[src/rtl/alu_arbiter.sv]
// Two-requester round-robin front end for one shared combinational ALU.
// Each operation takes three cycles: grant/latch, execute/capture, respond.
module alu_arbiter #(
    parameter logic RR_INIT = 1'b0
) (
    input  logic        clk,
    input  logic        reset,
    input  logic [1:0]  req,
    input  logic [1:0]  op0,
    input  logic [1:0]  op1,
    input  logic [31:0] a0,
    input  logic [31:0] b0,
    input  logic [31:0] a1,
    input  logic [31:0] b1,
    output logic [1:0]  gnt,
    output logic [1:0]  done,
    output logic [31:0] rsp_result,
    output logic        rsp_zero,
    output logic [31:0] alu_num1,
    output logic [31:0] alu_num2,
    output logic [1:0]  alu_op,
    input  logic [31:0] alu_result,
    input  logic        alu_zero,
    output logic        busy
);

    typedef enum logic [1:0] {
        IDLE,
        EXEC,
        RESP
    } state_t;

    state_t state, state_next;
    logic   ptr;
    logic   owner;
    logic   winner;

    // The pointer only expresses a preference, so a lone requester never waits on it.
    always_comb begin
        state_next = state;
        gnt        = '0;
        done       = '0;
        winner     = req[ptr] ? ptr : ~ptr;
        case (state)
            IDLE: begin
                if (req != 2'b00) begin
                    gnt[winner] = 1'b1;
                    state_next  = EXEC;
                end
            end
            EXEC: state_next = RESP;
            RESP: begin
                done[owner] = 1'b1;
                state_next  = IDLE;
            end
            default: state_next = IDLE;
        endcase
        if (reset) begin
            gnt  = '0;
            done = '0;
        end
    end

    assign busy = (state != IDLE);

    // The ALU operand/opcode outputs are the latch registers themselves, so they hold between operations.
    always_ff @(posedge clk) begin
        if (reset) begin
            state      <= IDLE;
            ptr        <= RR_INIT;
            owner      <= 1'b0;
            alu_num1   <= '0;
            alu_num2   <= '0;
            alu_op     <= '0;
            rsp_result <= '0;
            rsp_zero   <= 1'b0;
        end else begin
            state <= state_next;
            if (state == IDLE && req != 2'b00) begin
                owner    <= winner;
                alu_op   <= winner ? op1 : op0;
                alu_num1 <= winner ? a1 : a0;
                alu_num2 <= winner ? b1 : b0;
            end
            if (state == EXEC) begin
                rsp_result <= alu_result;
                rsp_zero   <= alu_zero;
            end
            if (state == RESP) begin
                ptr <= ~owner;
            end
        end
    end

endmodule

[config.mk]
export PLATFORM = sky130hd
export DESIGN_NAME = alu_arbiter
export DESIGN_NICKNAME = d
export VERILOG_FILES = /design/src/rtl/alu_arbiter.sv
export SDC_FILE = /design/constraint.sdc
export NUM_CORES = 1
export LEC_CHECK = 0
export CORE_MARGIN = 8
export CORE_UTILIZATION = 39
export CTS_BUF_LIST = sky130_fd_sc_hd__clkbuf_2 sky130_fd_sc_hd__clkbuf_4 sky130_fd_sc_hd__clkbuf_8
export CTS_CLUSTER_DIAMETER = 200
export DETAILED_ROUTE_END_ITERATION = 12
export PLACE_DENSITY = 0.82
export SETUP_SLACK_MARGIN = 0.1
export SYNTH_ARGS = -nofsm -noshare
export SYNTH_HDL_FRONTEND = slang
export SYNTH_SLANG_ARGS = --single-unit
[constraint.sdc]
create_clock -name clk -period 1.9 [get_ports clk]
set_input_delay 0.475 -clock clk [delete_from_list [all_inputs] [get_ports clk]]
set_output_delay 0.475 -clock clk [all_outputs]
set_load 0.03 [all_outputs]
; ---- Word level (Yosys, flattened, before mapping)
; Index checks and enable logic that the tools add are counted.
[totals]
regBits = 103
out_inout_bits = 104
[classes]
order_cmp = 5
eq_ne = 3
n_mux = 17
bitwise = 2
reduce_logical = 6
[ops]
columns = op, count
row1 = $mux 32, 2
row2 = $mux 2, 7
row3 = $lt 1x2->1 const B, 3
row4 = $mux 1, 5
row5 = $pmux 2 s2, 1
row6 = $reduce_bool 2->1, 2
row7 = $logic_and 1x1->1, 3
row8 = $demux 1 s1, 2
row9 = $eq 2x1->1 const B, 1
row10 = $eq 2x2->1 const B, 1
row11 = $ge 1x1->1 const B, 2
row12 = $logic_not 2->1, 1
row13 = $ne 2x1->1 const B, 1
row14 = $not 1->1, 2

; ---- Depth between registers and ports, before layout
[depth]
depth_word = 10
ltp_mapped = 7
depth_no_buf = 3

; ---- Worst setup path after synthesis
; No wires, ideal clock.
[synth_timing]
path_kind = register -> output
startpoint = reg state[1]
endpoint = out gnt[0]
arrival_time_ns = 1.984
slack_ns = -0.559
stages_incl_launch_ff = 6
n_path_buf = 2
cell_sequence = dfxtp_1 nor2_1 buf_2 buf_2 nand2_1 nor4_1
[synth_between]
elab_chain_cells = 3
[synth_lines]
columns = element, line
row1 = from (decl), 33  ; state_t state, state_next;
row2 = from (signal assigned), 78  ; state <= state_next;
row3 = $logic_not 2->1, 44  ; case (state)
row4 = $mux 2, 44
row5 = $mux 2, 58  ; if (reset) begin
row6 = to (decl), 15  ; output logic [1:0] gnt,
; No other way between the ends.

; ---- Worst setup path in the final report
[layout_timing]
startpoint = reg ptr
endpoint = out gnt[0]
[layout_between]
elab_chain_cells = 10
elab_cells_between_ends = 12
[layout_lines]
columns = element, line
row1 = from (decl), 34  ; logic ptr;
row2 = from (signal assigned), 90  ; ptr <= ~owner;
row3 = $mux 1 (implied by the code) (2 in a row), 43  ; winner = req[ptr] ? ptr : ~ptr;
row4 = $mux 1 (*), 43
row5 = $lt 1x2->1 (implied by the code) or $ge 1x1->1 (tied branches), 47  ; gnt[winner] = 1'b1;
row6 = $logic_and 1x1->1 (implied by the code), 47
row7 = $mux 1 (implied by the code), 47
row8 = $demux 1 s1 (*), 47
row9 = $mux 2 (*), 46  ; if (req != 2'b00) begin
row10 = $mux 2 (*), 44
row11 = $mux 2 (*), 58
; Mark *: on every way between the ends. The rest lies on a longest branch, timed or not. The select of a mux whose other input is x is not followed.

==> PnR_summary.wiki <==
{| class="wikitable"
! Metric !! Value
|-
| Number of buffers created by CTS || 9
|-
| Transition time at the pin with the least slew margin || between 800 and 900 ps
|-
| Final setup skew || 9.32 ps
|-
| Core outline area || 0.0119 sq mm
|-
| Worst EP arrival || 1380 ps
|-
| Filler instances || 1023
|-
| Clock tree buffer depth || 2
|-
| Worst Setup End Kind || output pin
|-
| Die Footprint || 0.0157 sq mm
|-
| Number of antenna violations at the first check in global routing || 0
|-
| Cell with the largest stage delay on the worst path || dfxtp_4
|-
| Total area of sequential cells || roughly 0.0021 sq mm
|-
| Cell row count || 40
|-
| Average wire length per cell after detail routing || 20.0 um
|-
| Detailed-placement wirelength estimate || 13800 um
|-
| First-pass iteration count of the detailed router || 5
|-
| Cell at the root of the clock tree || clkbuf_8
|-
| End-of-flow core utilization || 0.652
|-
| Cell taking the most area after synthesis || dfxtp_1
|-
| Number of primary I/O pins || 273
|-
| Clock slew seen by the registers of the worst setup and hold paths || approximately 90 ps
|-
| Met2 wire len || approximately 9100 um
|-
| Final hold slack || 399 ps
|-
| Worst path most repeated cell || buf_6
|-
| Number of cells produced by synthesis || 561
|-
| Total wirelength of the detailed-routed design || about 19000 um
|-
| Total number of yosys warnings || 0
|-
| Path depth of the worst reg2reg path || 7
|-
| Area of all placed cells without fillers || 0.00773 sq mm
|-
| Wire length of the first global-routing pass || roughly 30000 um
|-
| Top library cells by usage in the layout, fill and taps aside || 165 x clkdlybuf4s50_1, 101 x a21oi_1, 100 x dfxtp_1, 98 x dlygate4sd2_1
|-
| Starting density of the core || 0.394
|-
| Inserted Diodes || 0
|-
| Ratio of final minimum period to clock period || 0.976
|-
| Post-layout power || 5.83 mW
|-
| Area of placed instances || 0.00758 sq mm
|-
| Count of state elements after synthesis || 103
|-
| Status || complete, no violations
|-
| Worst slack at placement || -523 ps
|-
| Area of the mapped netlist || 0.00468 sq mm
|-
| Post-layout worst setup margin || between 40 and 50 ps
|-
| Static Leakage || 3.09 nW
|-
| Mean instance size in the synthesized netlist || 8.33 sq um
|-
| Highest cell delay on the worst timing path || between 300 and 400 ps
|-
| Floorplan die height || 125 um
|-
| Post-layout minimum cycle time || 1850 ps
|-
| First element of the critical path || ptr
|-
| Destination of the critical timing path || gnt[0]
|-
| DRC errors left || 0
|-
| Portion of synthesized cell area occupied by the leading cell type || 0.441
|-
| Latest clock arrival within the worst-skew pair || 370 ps
|-
| Area growth from synthesis to layout || 65.3%
|-
| First-iteration detailed-routing DRC count || 426
|-
| Worst vdd rail ir drop || 0.375 mV
|-
| Register-to-register setup slack || 210 ps
|-
| Total track usage || 0.231
|-
| Clock tree from TritonCTS || yes
|-
| Fraction of layout instances using a drive strength above 1 || 0.126
|-
| Number of clock sinks seen by CTS || about 100
|-
| Max-capacitance violation count || 0
|-
| Die width || 125 um
|-
| Ordered cell list for the critical path || nor2_4 > buf_6 > nor4_4 > buf_6
|-
| Leading cell type in the layout, fill and taps excluded || clkdlybuf4s50_1
|-
| Required time at the endpoint of the critical path || around 1400 ps
|-
| Number of global-route vias before repair || 5507
|-
| Ranking of synthesized cells by area || dfxtp_1 44%, a21oi_1 11%, a311oi_2 9.6%
|-
| Seq/Total Area, Yosys || 0.441
|-
| Crit Path Class || flop to output pin
|-
| Footprint of the multi-input gates || 0.00239 sq mm
|-
| Port bufs || 272
|-
| Nets || about 970
|-
| Placed Cells incl. Taps || 934
|-
| RSZ-0062 raised after global routing || yes
|-
| Antenna Nets Post-Route || 0
|-
| Biggest fanout along the worst timing path || 5
|-
| Max-slew violation total from the final report || 0
|-
| Count of H-tree levels built during CTS || 3
|-
| Power density of the placed cells || 754 mW/mm^2
|-
| Class of the worst hold path || input port to flop
|-
| Final Hold Vio Count || 0
|-
| Maximum clock frequency || 539 MHz
|-
| Worst flop-to-flop path endpoint || alu_num2[15]
|-
| Worst flop-to-flop path startpoint || state[0]
|-
| Final cell count without fillers || 954
|-
| Number of endpoints failing setup at the final stage || 0
|-
| Maximum number of pins on one net before global-route repair || 64
|-
| Nets in the synthesized netlist || 730
|-
| Setup_tns || 0 ps
|-
| Kind of launch point of the worst setup path || flop
|-
| Routability congestion estimate from global placement || 0.830
|-
| Highest routed layer || met4
|-
| Unique cell type count in the Yosys netlist || 25
|-
| Number of vias per cell || 5.65
|-
| Wire length on met1 || roughly 7500 um
|-
| Max-Slew Margin vs Limit || 0.422
|-
| Met3 routed WL || between 1500 and 2000 um
|-
| Global route overflow || 0
|-
| Total number of vias || between 5000 and 6000
|}
## cells in the mapped netlist
cell type / n
buf_2: 9
o21ai_0: 63
dfxtp_1: 103
nand3_1: 66
nor4_1: 1
a21oi_1: 101
inv_1: 1
nor3_1: 2
clkbuf_2: 2
a311oi_2: 30
nor2_1: 6
buf_4: 2
or2_1: 1
nand2_1: 68
buf_6: 4
nor2b_1: 1
nor3b_1: 2
a211oi_1: 1
clkbuf_1: 52
and2_1: 2
o21ai_1: 3
buf_1: 2
or2_2: 1
nand2b_1: 2
a311oi_1: 36
## final cells by class
class                   instances  area share
inverters                       1    0.000486
flip-flops and latches        103       0.268
clock buffers                   9      0.0160
clock inverters                 7     0.00744
well taps                     147      0.0238
repair buffers                301       0.376
multi-input cells             386       0.309
## power breakdown
part	total [mW]	leakage, nW	switching, mW	internal, mW
clock network	1.29	0.0760	0.803	0.490
registers	2.50	0.853	0.120	2.38
logic	2.04	2.17	1.17	0.867
total	5.83	3.09	2.09	3.73
## routing by layer
metal / GRT usage / vias up
li1: - / 2547
met1: 0.263 / 2515
met2: 0.390 / 291
met3: 0.0773 / 40
met4: 0.0960 / 0
met5: 0 / -
## worst max-delay path: cells and delay by family (launching register included)
kind | cells | cell delay [ps]
simple gates | 2 | 340
flops | 1 | 390
buf+inv | 2 | 290
## state kept, by name (all words and copies together), names as in the netlist
name,count
alu_op,2
alu_num1,32
alu_num2,32
rsp_result,32
rsp_zero,1
owner,1
state,2
ptr,1
## cells by family (layout without fill, tap and decap cells)
logic type      after synthesis  count (layout)  share of synthesized area
compound gates              234             234                      0.344
buf+inv                      72             318                     0.0688
flops                       103             103                      0.441
simple gates                152             152                      0.146
## worst min-delay path by stage
stage / slack (ps) / from / end / cells past startpoint
finish: 400 / reset / state[1] / 2
floorplan: 520 / ptr / ptr / 2
detailed placement: 450 / rsp_result[6] / rsp_result[6] / 2
global placement: 440 / rsp_result[6] / rsp_result[6] / 2
global route: 380 / reset / state[1] / 2
CTS: 380 / reset / state[1] / 2
## timing repair
item / in CTS / in global routing
gates cloned: 0 / 1
gates resized for setup: 121 / 6
setup buffers: 1 / 2
pin swaps: 4 / 0
endpoints found under the setup margin: 164 / 53
hold buffers: 0 / 0
(Power assumes the default switching activity.)
